[src/rtl/mult8_iter_nibble_seq.sv]
// Iterative 8x8 unsigned multiplier: one shared external 4x4 multiplier is driven over
// four nibble-pair steps, and the partial products are shift-accumulated into a 16-bit result.
module mult8_iter_nibble_seq #(
   parameter int unsigned MUL_LAT = 0
) (
   input  logic        clk,
   input  logic        rst_n,
   input  logic        in_valid,
   output logic        in_ready,
   input  logic [7:0]  in_a,
   input  logic [7:0]  in_b,
   output logic [3:0]  m_a,
   output logic [3:0]  m_b,
   input  logic [7:0]  m_p,
   output logic        out_valid,
   input  logic        out_ready,
   output logic [15:0] out_p,
   output logic        busy
);

   localparam int unsigned CW = (MUL_LAT > 0) ? $clog2(MUL_LAT + 1) : 1;
   localparam logic [CW-1:0] LAST_CNT = CW'(MUL_LAT);

   typedef enum logic [1:0] {StIdle, StMul, StDone} state_e;

   state_e         state_q, state_d;
   logic [7:0]     a_q, a_d, b_q, b_d;
   logic [15:0]    acc_q, acc_d;
   logic [1:0]     step_q, step_d;
   logic [CW-1:0]  cnt_q, cnt_d;
   logic [15:0]    out_p_q, out_p_d;
   logic [3:0]     m_a_q, m_a_d, m_b_q, m_b_d;

   logic        accept;
   logic        last_cycle;
   logic [15:0] pp_shifted;
   logic [15:0] acc_sum;
   logic [7:0]  next_pair;

   // {A nibble, B nibble} for a step: ll, lh, hl, hh.
   function automatic logic [7:0] nib_pair(input logic [7:0] a, input logic [7:0] b,
                                           input logic [1:0] s);
      unique case (s)
         2'd0:    nib_pair = {a[3:0], b[3:0]};
         2'd1:    nib_pair = {a[3:0], b[7:4]};
         2'd2:    nib_pair = {a[7:4], b[3:0]};
         default: nib_pair = {a[7:4], b[7:4]};
      endcase
   endfunction

   assign in_ready   = (state_q == StIdle) || ((state_q == StDone) && out_ready);
   assign accept     = in_valid && in_ready;
   assign last_cycle = (cnt_q == LAST_CNT);
   assign acc_sum    = acc_q + pp_shifted;
   assign next_pair  = nib_pair(a_q, b_q, step_q + 2'd1);

   always_comb begin
      pp_shifted = 16'h0000;
      unique case (step_q)
         2'd0:    pp_shifted = {8'h00, m_p};
         2'd1,
         2'd2:    pp_shifted = {4'h0, m_p, 4'h0};
         default: pp_shifted = {m_p, 8'h00};
      endcase
   end

   always_comb begin
      state_d = state_q;
      a_d     = a_q;
      b_d     = b_q;
      acc_d   = acc_q;
      step_d  = step_q;
      cnt_d   = cnt_q;
      out_p_d = out_p_q;
      m_a_d   = m_a_q;
      m_b_d   = m_b_q;

      unique case (state_q)
         StIdle, StDone: begin
            if (accept) begin
               state_d = StMul;
               a_d     = in_a;
               b_d     = in_b;
               acc_d   = 16'h0000;
               step_d  = 2'd0;
               cnt_d   = '0;
               m_a_d   = in_a[3:0];
               m_b_d   = in_b[3:0];
            end else if (state_q == StDone && out_ready) begin
               state_d = StIdle;
            end
         end
         StMul: begin
            if (last_cycle) begin
               acc_d = acc_sum;
               cnt_d = '0;
               if (step_q == 2'd3) begin
                  state_d = StDone;
                  out_p_d = acc_sum;
                  m_a_d   = 4'h0;
                  m_b_d   = 4'h0;
               end else begin
                  step_d = step_q + 2'd1;
                  m_a_d  = next_pair[7:4];
                  m_b_d  = next_pair[3:0];
               end
            end else begin
               cnt_d = cnt_q + 1'b1;
            end
         end
         default: begin
            state_d = StIdle;
            m_a_d   = 4'h0;
            m_b_d   = 4'h0;
         end
      endcase
   end

   always_ff @(posedge clk or negedge rst_n) begin
      if (!rst_n) begin
         state_q <= StIdle;
         a_q     <= 8'h00;
         b_q     <= 8'h00;
         acc_q   <= 16'h0000;
         step_q  <= 2'd0;
         cnt_q   <= '0;
         out_p_q <= 16'h0000;
         m_a_q   <= 4'h0;
         m_b_q   <= 4'h0;
      end else begin
         state_q <= state_d;
         a_q     <= a_d;
         b_q     <= b_d;
         acc_q   <= acc_d;
         step_q  <= step_d;
         cnt_q   <= cnt_d;
         out_p_q <= out_p_d;
         m_a_q   <= m_a_d;
         m_b_q   <= m_b_d;
      end
   end

   assign m_a       = m_a_q;
   assign m_b       = m_b_q;
   assign out_p     = out_p_q;
   assign out_valid = (state_q == StDone);
   assign busy      = (state_q == StMul);

endmodule
[config.mk]
export PLATFORM = sky130hd
export DESIGN_NAME = mult8_iter_nibble_seq
export DESIGN_NICKNAME = d
export VERILOG_FILES = /design/src/rtl/mult8_iter_nibble_seq.sv
export SDC_FILE = /design/constraint.sdc
export NUM_CORES = 1
export LEC_CHECK = 0
export CAP_MARGIN = 30
export CORE_MARGIN = 1.5
export CORE_UTILIZATION = 49
export CTS_CLUSTER_DIAMETER = 30
export CTS_CLUSTER_SIZE = 16
export DETAILED_ROUTE_END_ITERATION = 10
export PLACE_DENSITY = 0.8
export SYNTH_ARGS = -nofsm -noshare
export SYNTH_HDL_FRONTEND = slang
export SYNTH_SLANG_ARGS = --single-unit
export TNS_END_PERCENT = 10
[constraint.sdc]
create_clock -name clk -period 2.8 [get_ports clk]
set_input_delay 0.7 -clock clk [delete_from_list [all_inputs] [get_ports clk]]
set_output_delay 0.7 -clock clk [all_outputs]
set_load 0.005 [all_outputs]
==> results summary, run 1 <==
The multi-input combinational cells in the finished layout cover a total of 1950 µm². After detailed routing, the number of remaining DRC violations is 0. The row count is 30. After detailed placement, the design holds a cell count of between 500 and 600. The total die area came out at approximately 7500 µm². The smallest clock period supported by the final layout is computed as between 2 and 3 ns. The die span in x is around 86 µm. By area the synthesized netlist is led by sky130_fd_sc_hd__dfrtp_1 (44%), sky130_fd_sc_hd__nand2_1 (9.8%), sky130_fd_sc_hd__ha_1 (7.4%), sky130_fd_sc_hd__o21ai_0 (4.6%), sky130_fd_sc_hd__a21oi_1 (3.1%). The worst setup margin came out at between 0.05 and 0.06 ns. The last weighted congestion value of the routability-driven placer came out at ~0.96. The routed via count is around 3300. The part of the total power dissipated in combinational logic is between 60% and 70%. The worst IR drop on VDD is 0.000646 V. The count of buffers inserted at the top-level ports came out at 54. The longest clock path from root to sink contains 2 buffers. For the final routed database, the setup TNS stands at 0 ns. The number of antenna diodes in the final layout is 0. The number of antenna violations at the first check in global routing was 0. The category of the most critical setup path is reg -> reg.

The global-route wire length before repair came out at ~15000 µm. The number of max-cap violations came out at 0. The count of non-filler cells in the finished layout is slightly below 600. The maximum fanout along the worst path came out at 7. The final routed wirelength across all metal layers is between 9000 and 10000 µm. The register area is about 1500 µm². After synthesis the cells add up to 3400 µm². In this run switching power makes up a little over 40% of total power. The signal on the critical path passes through buf_6 > ha_4 > buf_6 > nor2_4 > buf_4 > a22o_4 > ha_4 > nand3_4 > o41ai_2 > nand2_1 > o311ai_4 > buf_4 > nand4_1 > o2111ai_2. The fraction of the yosys area taken by sequential cells is 44.1%. The slowest cell on the critical path is sky130_fd_sc_hd__dfrtp_1.

The total internal power came out at between 3 and 4 mW. The net switching power is about 2.7 mW. The area growth from synthesis to layout is 43.7%. The initial cell density of the core came out at around half. The number of instances in the synthesized netlist came out at 376. In the final layout, the share of cells above drive strength 1 is between 20% and 30%.

From bottom edge to top edge, the die measures ~86 µm. The share of power burned in registers came out at between 20% and 30%. Yosys mapped a number of flops with a built-in enable equal to 0. The path class of the lowest-slack min-delay path is in -> async. The total number of yosys warnings is 0. TritonCTS built the clock tree. Once detail routing completed, the nets flagged for antenna violations numbered 0.

The number of hold-slack violations in the final timing report is 0. The I/O pin count is 55. Derived from the worst setup path, the maximum achievable clock frequency is between 300 and 400 MHz. STA classifies the critical path endpoint as a flop. The data arrival time of the critical path is around 3.0 ns. Clock tree synthesis found a total of 60 sinks. After legalization and detailed placement, the total HPWL measured ~6700 µm. Buffers inserted to repair hold after CTS numbered 0. After detailed routing, the average wire length per cell comes to approximately 17 µm. The final critical path takes up a little over nine tenths of the cycle. The largest single stage delay on the critical path is approximately 0.39 ns.

The library cells used most frequently in the layout, excluding fill and tap cells, are sky130_fd_sc_hd__nand2_1 (89), sky130_fd_sc_hd__buf_4 (69), sky130_fd_sc_hd__dfrtp_1 (59). The biggest area contributor in the post-synthesis netlist is sky130_fd_sc_hd__dfrtp_1. Entering global routing, the biggest net connects 32 pins.

The final-stage net count came out at 544. The H-tree depth is 3. The share of Yosys cell area claimed by the top area cell type came out at approximately 44%. Setup violations remaining at the end of the flow were counted as 0. The clock power share came out at between 10% and 20%. The later pin in the worst-skew pair is clocked with a latency of about 0.35 ns.

The global-route total usage across every layer came out at about a quarter. The synthesized flop and latch total came out at 60. The flow ran to the end, and the final reports show no timing, DRC or antenna violations. The maximum clock skew at final layout came out at ~0.01 ns. The mean instance size in the synthesized netlist came out at between 9 and 10 µm². The max-slew violation count came out at 0. The via count of the first global-routing pass came out at ~3300. The length of the first detailed-routing pass in iterations is 4. The required time of the critical path is 3.06 ns.

The areal power density over the cells came out at approximately 1300 nW/µm². Setup repair after global routing could not meet its margin everywhere. The synthesized netlist net count is between 400 and 500. The nature of the critical path startpoint is a flop. The layout filler cell count is between 500 and 600. The transition time at the pin with the least slew margin came out at 0.663 ns. The clock buffer count from CTS is 9.

In the synthesized netlist the dominant register cell turns out to be sky130_fd_sc_hd__dfrtp_1. Clock-pin slew was measured on the worst setup and hold paths at approximately 0.06 ns. The clock tree root driver cell is sky130_fd_sc_hd__clkbuf_8. The leakage power summed over all cells came out at 2.33 nW.

The unique cell type count in the Yosys netlist came out at 50. The total global routing overflow is 0. The most common library cell in the layout ignoring fill and taps is sky130_fd_sc_hd__nand2_1.

In this run the standard cell core region covers about 6800 µm². The tightest slew margin relative to the limit came out at between 50% and 60%. Dividing the detail-routed via count by the number of cells gives roughly 5.7. The worst setup slack after placement is -0.390 ns. Of all flip-flops after synthesis, the portion carrying an async set or reset was 100%. The starting DRC count in detailed routing came out at between 100 and 150.
[what timing repair did]
item / CTS / global route
cloned: 0 / 0
buffers inserted: 0 / 17
pin swaps: 11 / 12
gates resized for setup: 15 / 30
setup endpoints to repair: 12 / 21
[sequential cells by signal, summed over array words and instances (netlist names)]
register and cells:
m_b 4, step_q 2, a_q 8, acc_q 16, state_q 2, out_p 16, b_q 8, m_a 4
[stage by stage]
| stage | power (mW) | util, % | area, µm² | hold slack, ns |
|---|---|---|---|---|
| floorplan | 3.53 | - | 3420 | 0.404 |
| global placement | 4.94 | 64.9 | 4390 | 0.457 |
| detailed placement | 5.07 | 64.9 | 4390 | 0.463 |
| CTS | 6.03 | 69.0 | 4660 | 0.399 |
| global route | 6.93 | 72.4 | 4890 | 0.436 |
| finish | 6.46 | 72.4 | 4890 | 0.383 |
[cells in the mapped netlist, drive strengths merged, types with 2 or more instances]
| cell type | instances |
|---|---|
| nand2 | 90 |
| dfrtp | 60 |
| o21ai | 32 |
| a21oi | 23 |
| ha | 20 |
| nor2 | 17 |
| clkbuf | 13 |
| nand3 | 13 |
| a22oi | 12 |
| and2 | 10 |
| inv | 7 |
| xor2 | 7 |
| a22o | 6 |
| buf | 6 |
| mux2i | 5 |
| o211ai | 5 |
| xnor2 | 5 |
| nor2b | 4 |
| nor3 | 4 |
| o22ai | 4 |
| a21o | 3 |
| nand4b | 3 |
| a211o | 2 |
| a31oi | 2 |
| and3 | 2 |
| mux2 | 2 |
| nand2b | 2 |
| nand4 | 2 |
| o2111ai | 2 |
| o21bai | 2 |
| o311ai | 2 |
[critical path: cells and delay by family, from the launching register on]
kind            cells  cell delay, ns
flops               1            0.39
buf+inv             4            0.55
simple gates        4            0.39
compound gates      4            0.82
fa+ha+maj           2            0.50
[routing by layer]
metal | vias up | wire length (µm) | track usage [%]
met5 | - | 0 | 0
met4 | 0 | 323 | 10.7
met3 | 36 | 503 | 5.90
met2 | 130 | 4880 | 46.1
met1 | 1585 | 3950 | 31.1
li1 | 1553 | - | -
[power groups by stage]
stage	Clock [mW]	Combinational [mW]	Sequential, mW
floorplan	0	2.04	1.49
global placement	0	3.40	1.53
detailed placement	0	3.52	1.55
CTS	0.814	3.67	1.55
global route	0.855	4.48	1.60
finish	0.799	4.11	1.56
[final cells by class]
| type | count | area share [%] |
|---|---|---|
| clock buffers | 12 | 3.17 |
| clock inverters | 4 | 0.972 |
| flip-flops and latches | 60 | 30.7 |
| repair buffers | 127 | 22.6 |
| well taps | 80 | 2.05 |
| inverters | 7 | 0.588 |
| multi-input cells | 290 | 39.9 |
[cell families after synthesis]
logic type	count (synthesis)	synth area share, %
AOI/OAI and AO/OA	100	19.8
DFF	60	44.1
buffers and inverters	26	3.27
and+or+nand+nor	150	19.6
xor gates and xnor gates	12	3.09
muxes	7	2.13
adders and majority gates	21	7.94
[path summary, 6_finish.rpt]
kind                                 from        end  slack [ns]  cells past startpoint
worst max-delay path            step_q[1]  acc_q[15]        0.06                     14
worst min-delay path                rst_n   acc_q[8]        0.38                      1
worst max register to register  step_q[1]  acc_q[15]        0.06                     14
worst min register to register     b_q[3]     b_q[3]        0.48                      2
max in group asynchronous           rst_n  step_q[0]        1.73                      2
min in group clk                   b_q[3]     b_q[3]        0.48                      2
Note: power is estimated with default switching activity, not from simulation.
==> run 2, diff against run 1 <==
- CORE_MARGIN: 1.5 -> unset
- CORE_UTILIZATION: 49 -> 55
- PLACE_DENSITY: 0.8 -> 0.85
- clock period: 2.8 -> 3.39 ns (I/O delays scaled with it)
==> run 2 against run 1 <==
Net effect:
- clock power fell by 21%
- critical path depth shrank 2
- cell count shrank 12%
- clock skew fell by 0.0012 ns
- cell area shrank 14%
- utilization down 1.5 points
- critical path type unchanged
==> results summary, run 2 (synthesized netlist as in run 1, its figures left out) <==
The antenna diode instance count is 0 (unchanged). The final routed wirelength across all metal layers is 8140 µm (-16%). The transition time at the pin with the least slew margin came out at 0.666 ns (+0.00346 ns). The last weighted congestion value of the routability-driven placer is 0.924 (-3.3%). Traced cell by cell, the critical path runs through inv_1 > ha_1 > inv_1 > nor2_1 > a22o_1 > ha_1 > a21oi_4 > o21ai_2 > a41oi_2 > o311ai_4 > or4_1 > o2111ai_1. The highest clock frequency the design can meet is 317 MHz (-13%).

The clock buffer count from CTS is 9 (unchanged). The H-tree depth came to 3 (unchanged). The area taken by multi-input logic gates came out at 1790 µm² (-8.4%). The row count came out at 28 (-6.7%). The flow ran to the end, and the final reports show no timing, DRC or antenna violations. The register clock-pin slew on the reported worst setup and hold paths came out at 0.07 ns (about the same).

The worst IR drop on VDD was 0.000479 V (-26%). The mean routed wirelength per cell came out at 15.9 µm (-4.7%). The I/O pin count came out at 55 (unchanged). The setup slack of the most critical reg-to-reg path is 0.23 ns (+0.17 ns). The count of cells resized by post-cts repair is 0 (-15).

The ratio of cells with drive above 1 in the final layout is 8.90% (-17 points). The max-slew violation count came out at 0 (unchanged). The register area came to 1500 µm² (about the same). The minimum clock period is 3.16 ns (+0.416 ns).

The share of the core filled with cells is 70.9% (-1.5 points). The slowest cell on the critical path is sky130_fd_sc_hd__dfrtp_1. In the layout the commonest cells are sky130_fd_sc_hd__nand2_1 (89), sky130_fd_sc_hd__dfrtp_1 (60), sky130_fd_sc_hd__clkdlybuf4s50_1 (53). The final HPWL from detailed placement came out at 6040 µm (-9.3%). The final-stage net count is 482 (-11%).

The net switching power came out at 1.89 mW (-30%). The share of power burned in registers came out at 29.1% (+5.0 points). The total internal power came out at 2.48 mW (-34%). The deepest clock path buffer count is 2 (unchanged). The routed via count is 2972 (-10%). The net switching share of the total power is 43.2% (+1.7 points).

The number of antenna violations at the first check in global routing is 0 (unchanged). The setup total negative slack is 0 ns (unchanged). The insertion delay to the later sink of the worst-skew pair is 0.34 ns (about the same). The maximum fanout along the worst path came out at 6 (-1). The global-route wire length before repair was 13700 µm (-8.9%).

The die span in x came out at 80.7 µm (-6.6%). The category of the most critical setup path is reg -> reg. The y dimension of the die came out at 80.7 µm (-6.6%). The layout filler cell count came out at 462 (-9.6%). The number of hold-repair buffers added at the cts stage is 0 (unchanged). The area of the core came out at 5960 µm² (-12%).

The required time of the critical path came out at 3.64 ns (+0.58 ns). The length of the first detailed-routing pass in iterations came out at 4 (unchanged). The remaining number of nets flagged by the antenna check after routing came out at 0 (unchanged). The area growth from synthesis to layout is 24.1%.

The data arrival time of the critical path came out at 3.41 ns (+0.41 ns). The cell depth of the worst flop-to-flop path came to 12 (-2). The number of hold-slack violations in the final timing report is 0 (unchanged). The DRC violation count after routing is 0 (unchanged). The number of max-cap violations is 0 (unchanged).

The global-route total usage across every layer is 28.3% (+2.1 points). The worst setup path is captured at a flop. The initial cell density of the core came out at 57.1% (+6.8 points).

The number of vias per cell after detailed routing came out at 5.79 (+1.7%). The areal power density over the cells is 1040 nW/µm² (-22%). The worst register-to-register path begins at step_q[1]. The count of buffers inserted at the top-level ports came to 54 (unchanged).

The library cell used most frequently in the layout, excluding fill and tap cells, is sky130_fd_sc_hd__nand2_1. The total global routing overflow is 0 (unchanged). The clock power share came out at 14.5% (+2.1 points). The maximum clock skew at final layout is 0.00855 ns (-0.00120 ns). The via count of the first global-routing pass came out at 2946 (-10%). In this run the critical register-to-register path is captured at acc_q[15]. The worst hold slack after final layout came to 0.397 ns (+0.0136 ns). The leakage power summed over all cells is 1.98 nW (-15%). The part of the total power dissipated in combinational logic was 56.4% (-7.2 points).

The total setup violations reported at the end of the flow came out at 0 (unchanged). The total die area is 6510 µm² (-13%). The launching element of the worst setup path is step_q[1]. The path class of the tightest hold or removal check is in -> async. The clock sink count came out at 60 (unchanged). Setup repair after global routing left no endpoint under its margin. The post-CTS setup repair buffer count was 0 (unchanged). The tightest slew margin relative to the limit came to 55.5% (-0.34 points). The capturing instance or port of the critical path is acc_q[15]. The final cycle utilization of the critical path came out at 93.2% (-4.8 points). The CTS tree is built. The clock tree root driver cell is sky130_fd_sc_hd__clkbuf_8. The worst setup path is launched from a flop. The starting DRC count in detailed routing came out at 164 (+10%). The maximum single-stage delay on the critical path is 0.43 ns (+0.04 ns). The largest net degree at the start of global routing came out at 30 (-6.3%).
==> run 2: stage by stage <==
| stage | power, mW | cells | setup WS, ns | cell area, µm² |
|---|---|---|---|---|
| floorplan | 2.89 | 376 | 0.375 | 3400 |
| global placement | 3.64 | 497 | 0.0682 | 4030 |
| detailed placement | 3.72 | 497 | -0.0156 | 4030 |
| CTS | 4.38 | 513 | 0.254 | 4220 |
| global route | 4.76 | 513 | 0.0597 | 4220 |
| finish | 4.37 | 513 | 0.231 | 4220 |
==> run 2: power by group through the flow <==
stage / registers (mW) / logic [mW] / clock network [mW]
5_1_grt: 1.32 / 2.76 / 0.680
4_1_cts: 1.27 / 2.47 / 0.644
2_1_floorplan: 1.23 / 1.67 / 0
3_5_place_dp: 1.28 / 2.44 / 0
6_report: 1.27 / 2.47 / 0.634
3_3_place_gp: 1.27 / 2.37 / 0
==> run 2: worst min-delay path by stage <==
stage                           to  slack, ns  cells after the start
after floorplan             b_q[4]       0.44                      2
after global placement      b_q[5]       0.46                      2
after detailed placement    b_q[4]       0.46                      2
after CTS                 out_p[6]       0.39                      1
after global routing      out_p[2]       0.41                      1
final                     out_p[3]       0.40                      1
==> run 2: area by class of cell <==
cell class                      instances  share of cell area [%]
Sequential cell                        60                    35.5
Clock inverter                          4                    1.16
Multi-Input combinational cell        290                    42.4
Tap cell                               75                    2.22
Timing Repair Buffer                   65                    14.6
Clock buffer                           12                    3.44
Inverter                                7                   0.622
==> run 2: routing by layer <==
layer  share of wire, %  routed length (µm)  global-route usage [%]
met3                5.8                 470                    5.11
met1                 43                3490                    35.6
met4                1.5                 126                    13.2
met5                  0                   0                       0
met2                 50                4050                    47.0
==> run 2: critical path: cells and delay by family, from the launching register on <==
family	cells	cell delay, ns
AOI/OAI and AO/OA	6	1.04
and+or+nand+nor	2	0.72
adders and majority gates	2	0.69
DFF	1	0.43
buffers and inverters	2	0.18
==> run 3, diff against run 2 <==
- CTS_CLUSTER_SIZE: 16 -> unset
==> results of run 3 <==
No change in the layout: final DEF, timing and power equal those of run 2.
==> RTL change 1: new RTL, config.mk and constraints of run 3 <==
Set the parameter `MUL_LAT` to 1 (it was 0).
--- a/src/rtl/mult8_iter_nibble_seq.sv
+++ b/src/rtl/mult8_iter_nibble_seq.sv
@@ -1,7 +1,7 @@
 // Iterative 8x8 unsigned multiplier: one shared external 4x4 multiplier is driven over
 // four nibble-pair steps, and the partial products are shift-accumulated into a 16-bit result.
 module mult8_iter_nibble_seq #(
-   parameter int unsigned MUL_LAT = 0
+   parameter int unsigned MUL_LAT = 1
 ) (
    input  logic        clk,
    input  logic        rst_n,
Check against the original RTL: not equivalent (a bounded check fails within 4 cycles, from zero or initial values and one cycle with rst_n low).
==> RTL change 1 against run 3 <==
Sequential cell count is 1 higher. Final area is 4.0% higher. Total power is 3.2% higher. Die area is 2.4% higher. Setup slack better by 0.0036 ns. Global-route usage is 0.45 points higher. Area after synthesis is 2.4% higher. Routed wire length is 4.4% higher. Critical endpoint is now acc_q[13].
==> RTL change 1: results <==
set metrics [dict create \
    cpLargestDelayFamily "compound AO/OA/AOI/OAI gates" \
    numCtsBuffers 9 \
    dp.cells 520 \
    dr.first_iter.drc_count 172 \
    tns_ns 0 \
    wl_met2_mm 4.10 \
    post_cts_buffers 0 \
    clk_latency_ns 0.35 \
    grt.met3_usage_pct 6.67 \
    finClkSkew_ns 0.0120 \
    worstSetupStartpoint "step_q[1]" \
    avgSynthCellArea_um2 8.87 \
    grt_start_max_net_pins 36 \
    drt-pass1-iter-count 5 \
    synthArstFlopShare_pct 100 \
    antenna_found_initial 0 \
    io_buffer_count 54 \
    finalNetCount 505 \
    hp-start "out_p[11]" \
    yosysMostFrequentCell "nand2_1" \
    synthDistinctLibCells 49 \
    route.met3.wl_um 464 \
    synth_area_leaders "dfrtp_1 (44%), nand2_1 (10%), ha_1 (7.2%), o21ai_0 (4.5%), a21oi_1 (3.0%)" \
    pg_seq_mw 1.25 \
    syn_nets 442 \
    use_met2_pct 47.8 \
    drive_above_1_share_pct 10.4 \
    slowest_stage "dfrtp_1" \
    final_cells 536 \
    p_total_mw 4.51 \
    grt_pass1_wl_mm 14.1 \
    ys_warn_count 0 \
    critPathMaxFanout 6 \
    p_leak_nw 2.08 \
    arrival_ns 3.39 \
    place_area_um2 4160 \
    vias_per_cell 5.67 \
    htreeDepth 3 \
    cts_buffer_depth 2 \
    intPower_mw 2.62 \
    pre_cts_ws_ns 0.0621 \
    synth_flop_cell "dfrtp_1" \
    synthTopCellsByCount "nand2_1 (93), dfrtp_1 (61), o21ai_0 (31)" \
    max-vdd-ir-drop_mv 0.544 \
    avgRoutedWirePerCell_um 15.9 \
    tightest_slew_ns 0.807 \
    dpl.hpwl_mm 6.35 \
    ys_seq_area_share_pct 43.8 \
    status "completed" \
    p_clk_share_pct 17.6 \
    grt_use_total_pct 28.8 \
    n_antenna_cell 0 \
    wl_met1_mm 3.78 \
    use_met1_pct 36.4 \
    r2r_start "step_q[1]" \
    grt_pass1_vias 2976 \
    hold_path_class "reg -> reg" \
    routabilityCongestion 0.908 \
    crit_path_max_incr_delay_ns 0.44 \
]
[RTL change 1: path summary, 6_finish.rpt]
kind	end	slack, ns	depth (start not counted)
min	out_p[11]	0.48	2
max	acc_q[13]	0.23	11
max reg2reg	acc_q[13]	0.23	11
min reg2reg	out_p[11]	0.48	2
max in group asynchronous	out_p[6]	2.07	2
min in group asynchronous	step_q[0]	0.59	1
[RTL change 1: logic make-up after synthesis]
| family | count (synthesis) | synth area share [%] |
|---|---|---|
| flip-flops | 61 | 43.8 |
| adder cells (fa/ha/maj) | 21 | 7.75 |
| multiplexers | 6 | 1.72 |
| AO/OA/AOI/OAI | 105 | 20.2 |
| AND/OR/NAND/NOR | 159 | 19.8 |
| XOR/XNOR | 14 | 3.52 |
| buffers and inverters | 27 | 3.27 |
[RTL change 1: layout make-up]
type | instances | area [µm²]
tap | 75 | 93.8
inverter | 9 | 33.8
clock buffer | 10 | 128
fill | 459 | 1630
clock inverter | 6 | 111
multi-input combinational | 305 | 1850
timing repair buffer | 70 | 656
sequential | 61 | 1530
==> RTL change 2: new RTL, flow settings as in run 3 <==
Made on the original files. Reset style: synchronous (`rst_n`), changed in one clocked block.
--- a/src/rtl/mult8_iter_nibble_seq.sv
+++ b/src/rtl/mult8_iter_nibble_seq.sv
@@ -116,7 +116,7 @@
       endcase
    end
 
-   always_ff @(posedge clk or negedge rst_n) begin
+   always_ff @(posedge clk) begin
       if (!rst_n) begin
          state_q <= StIdle;
          a_q     <= 8'h00;
Behaviour: differs if rst_n is asserted again (counterexample within 4 cycles, from zero or initial values and one cycle with rst_n low); with rst_n held inactive, the same outputs for 10 cycles.
==> RTL change 2 against run 3 <==
Area after synthesis is 0.55% higher. Routed wire length is 13% higher. Sequential share of layout area is 8.0 points lower. Synthesized cell count is 10% higher. Clock skew is 0.0020 ns lower. First-iteration DRC count is 5.5% higher. Sequential cell count stayed put. Final area is 3.2% higher. Setup slack worse by 0.092 ns. Largest cell class unchanged.
Power is not compared: it rests on default switching activity, and its combinational part moved more than twofold at a synthesized area within 25%.
==> RTL change 2: results <==
set metrics [dict create \
    status "completed" \
    hold_path_class "reg -> reg" \
    synthDistinctLibCells 57 \
    drt-pass1-iter-count 6 \
    grt_start_max_net_pins 40 \
    syn_nets 464 \
    vias_per_cell 5.97 \
    dr.first_iter.drc_count 173 \
    finalNetCount 530 \
    finClkSkew_ns 0.00651 \
    r2r_start "step_q[1]" \
    ys_seq_area_share_pct 35.1 \
    grt_use_total_pct 30.6 \
    cpLargestDelayFamily "simple AND/OR/NAND/NOR gates" \
    grt_pass1_vias 3185 \
    clk_latency_ns 0.34 \
    fill_cells 460 \
    grt_pass1_wl_mm 15.2 \
    synthTopCellsByCount "nand2_1 (70), dfxtp_1 (60), a21boi_0 (28)" \
    reg2reg_slack_ns 0.14 \
    r2r-end "acc_q[14]" \
    crit_path_max_incr_delay_ns 0.43 \
    dpl.hpwl_mm 6.53 \
    synthArstFlopShare_pct 0 \
    post_cts_buffers 0 \
    routabilityCongestion 0.938 \
    drive_above_1_share_pct 11.1 \
    slowest_stage "dfxtp_1" \
    cts.repair.resized 0 \
    arrival_ns 3.48 \
    synth_area_leaders "dfxtp_1 (35%), nand2_1 (7.7%), ha_1 (7.3%), a21boi_0 (6.1%), nand3_1 (3.9%)" \
    hp-start "b_q[2]" \
    tightest_slew_ns 0.814 \
    rr_worst_depth 11 \
]
RTL change 2: cell types whose count changed in the layout (fill, tap and decap cells not counted), sizes merged, moves of 5 or more:
cell | run 3 | this run
o21ai | 32 | 19
dfrtp | 60 | 0
dfxtp | 0 | 60
mux2i | 5 | 0
o21a | 1 | 10
a21oi | 23 | 17
nand3 | 13 | 27
a21boi | 0 | 28
buf | 12 | 27
nand2 | 90 | 71
RTL change 2: logic make-up after synthesis:
kind of cell	Yosys count	share of synthesized area, %
simple gates	159	22.0
xor+xnor	7	1.79
fa+ha+maj	21	7.90
flops	60	35.1
buf+inv	33	3.91
compound gates	131	28.0
mux	4	1.32
RTL change 2: where the power goes:
part           internal [mW]  switching, mW  total (mW)
sequential             0.736         0.0203       0.756
clock                  0.433          0.281       0.715
combinational          0.155          0.181       0.336
total                   1.32          0.483        1.81
RTL change 2: worst min-delay path: stages (launching register included):
cell	delay, ns
dfxtp_1	0.31
nand2_1	0.05
a21boi_0	0.06
RTL change 2: through the flow:
| stage | setup slack, ns | instance area (µm²) | hold slack, ns | utilization (%) | cells |
|---|---|---|---|---|---|
| after floorplan | 0.0972 | 3420 | 0.432 | - | 415 |
| after global placement | -0.0949 | 4140 | 0.449 | 69.6 | 545 |
| after detailed placement | -0.139 | 4140 | 0.458 | 69.6 | 545 |
| after CTS | 0.147 | 4360 | 0.467 | 73.2 | 561 |
| after global routing | 0.0294 | 4360 | 0.482 | 73.2 | 561 |
| final | 0.139 | 4360 | 0.465 | 73.2 | 561 |
RTL change 2: how the worst max path moves through the flow:
stage	end	cells past startpoint	slack (ns)	from
6_report	acc_q[14]	11	0.14	step_q[1]
5_1_grt	out_p[8]	11	0.03	step_q[1]
3_3_place_gp	acc_q[14]	9	-0.09	m_p[0]
3_5_place_dp	acc_q[14]	9	-0.14	m_p[0]
2_1_floorplan	acc_q[14]	12	0.1	step_q[0]
4_1_cts	acc_q[14]	11	0.15	step_q[1]
RTL change 2: routing by layer:
layer / GRT usage (%) / vias to the layer above / wire length (µm) / share of wire (%)
met4: 10.9 / 0 / 223 / 2.4
met2: 52.3 / 103 / 4520 / 49
met1: 36.8 / 1574 / 3910 / 43
li1: - / 1646 / - / -
met5: 0 / - / 0 / 0
met3: 8.20 / 25 / 521 / 5.7
RTL change 2: cell type report:
type                    count  area, µm²  area share [%]
clock buffers              12        145            3.33
clock inverters             4       72.6            1.66
multi-input cells         322       2090            47.9
repair buffers             80        731            16.8
well taps                  75       93.8            2.15
flip-flops and latches     60       1200            27.5
inverters                   8       30.0           0.689
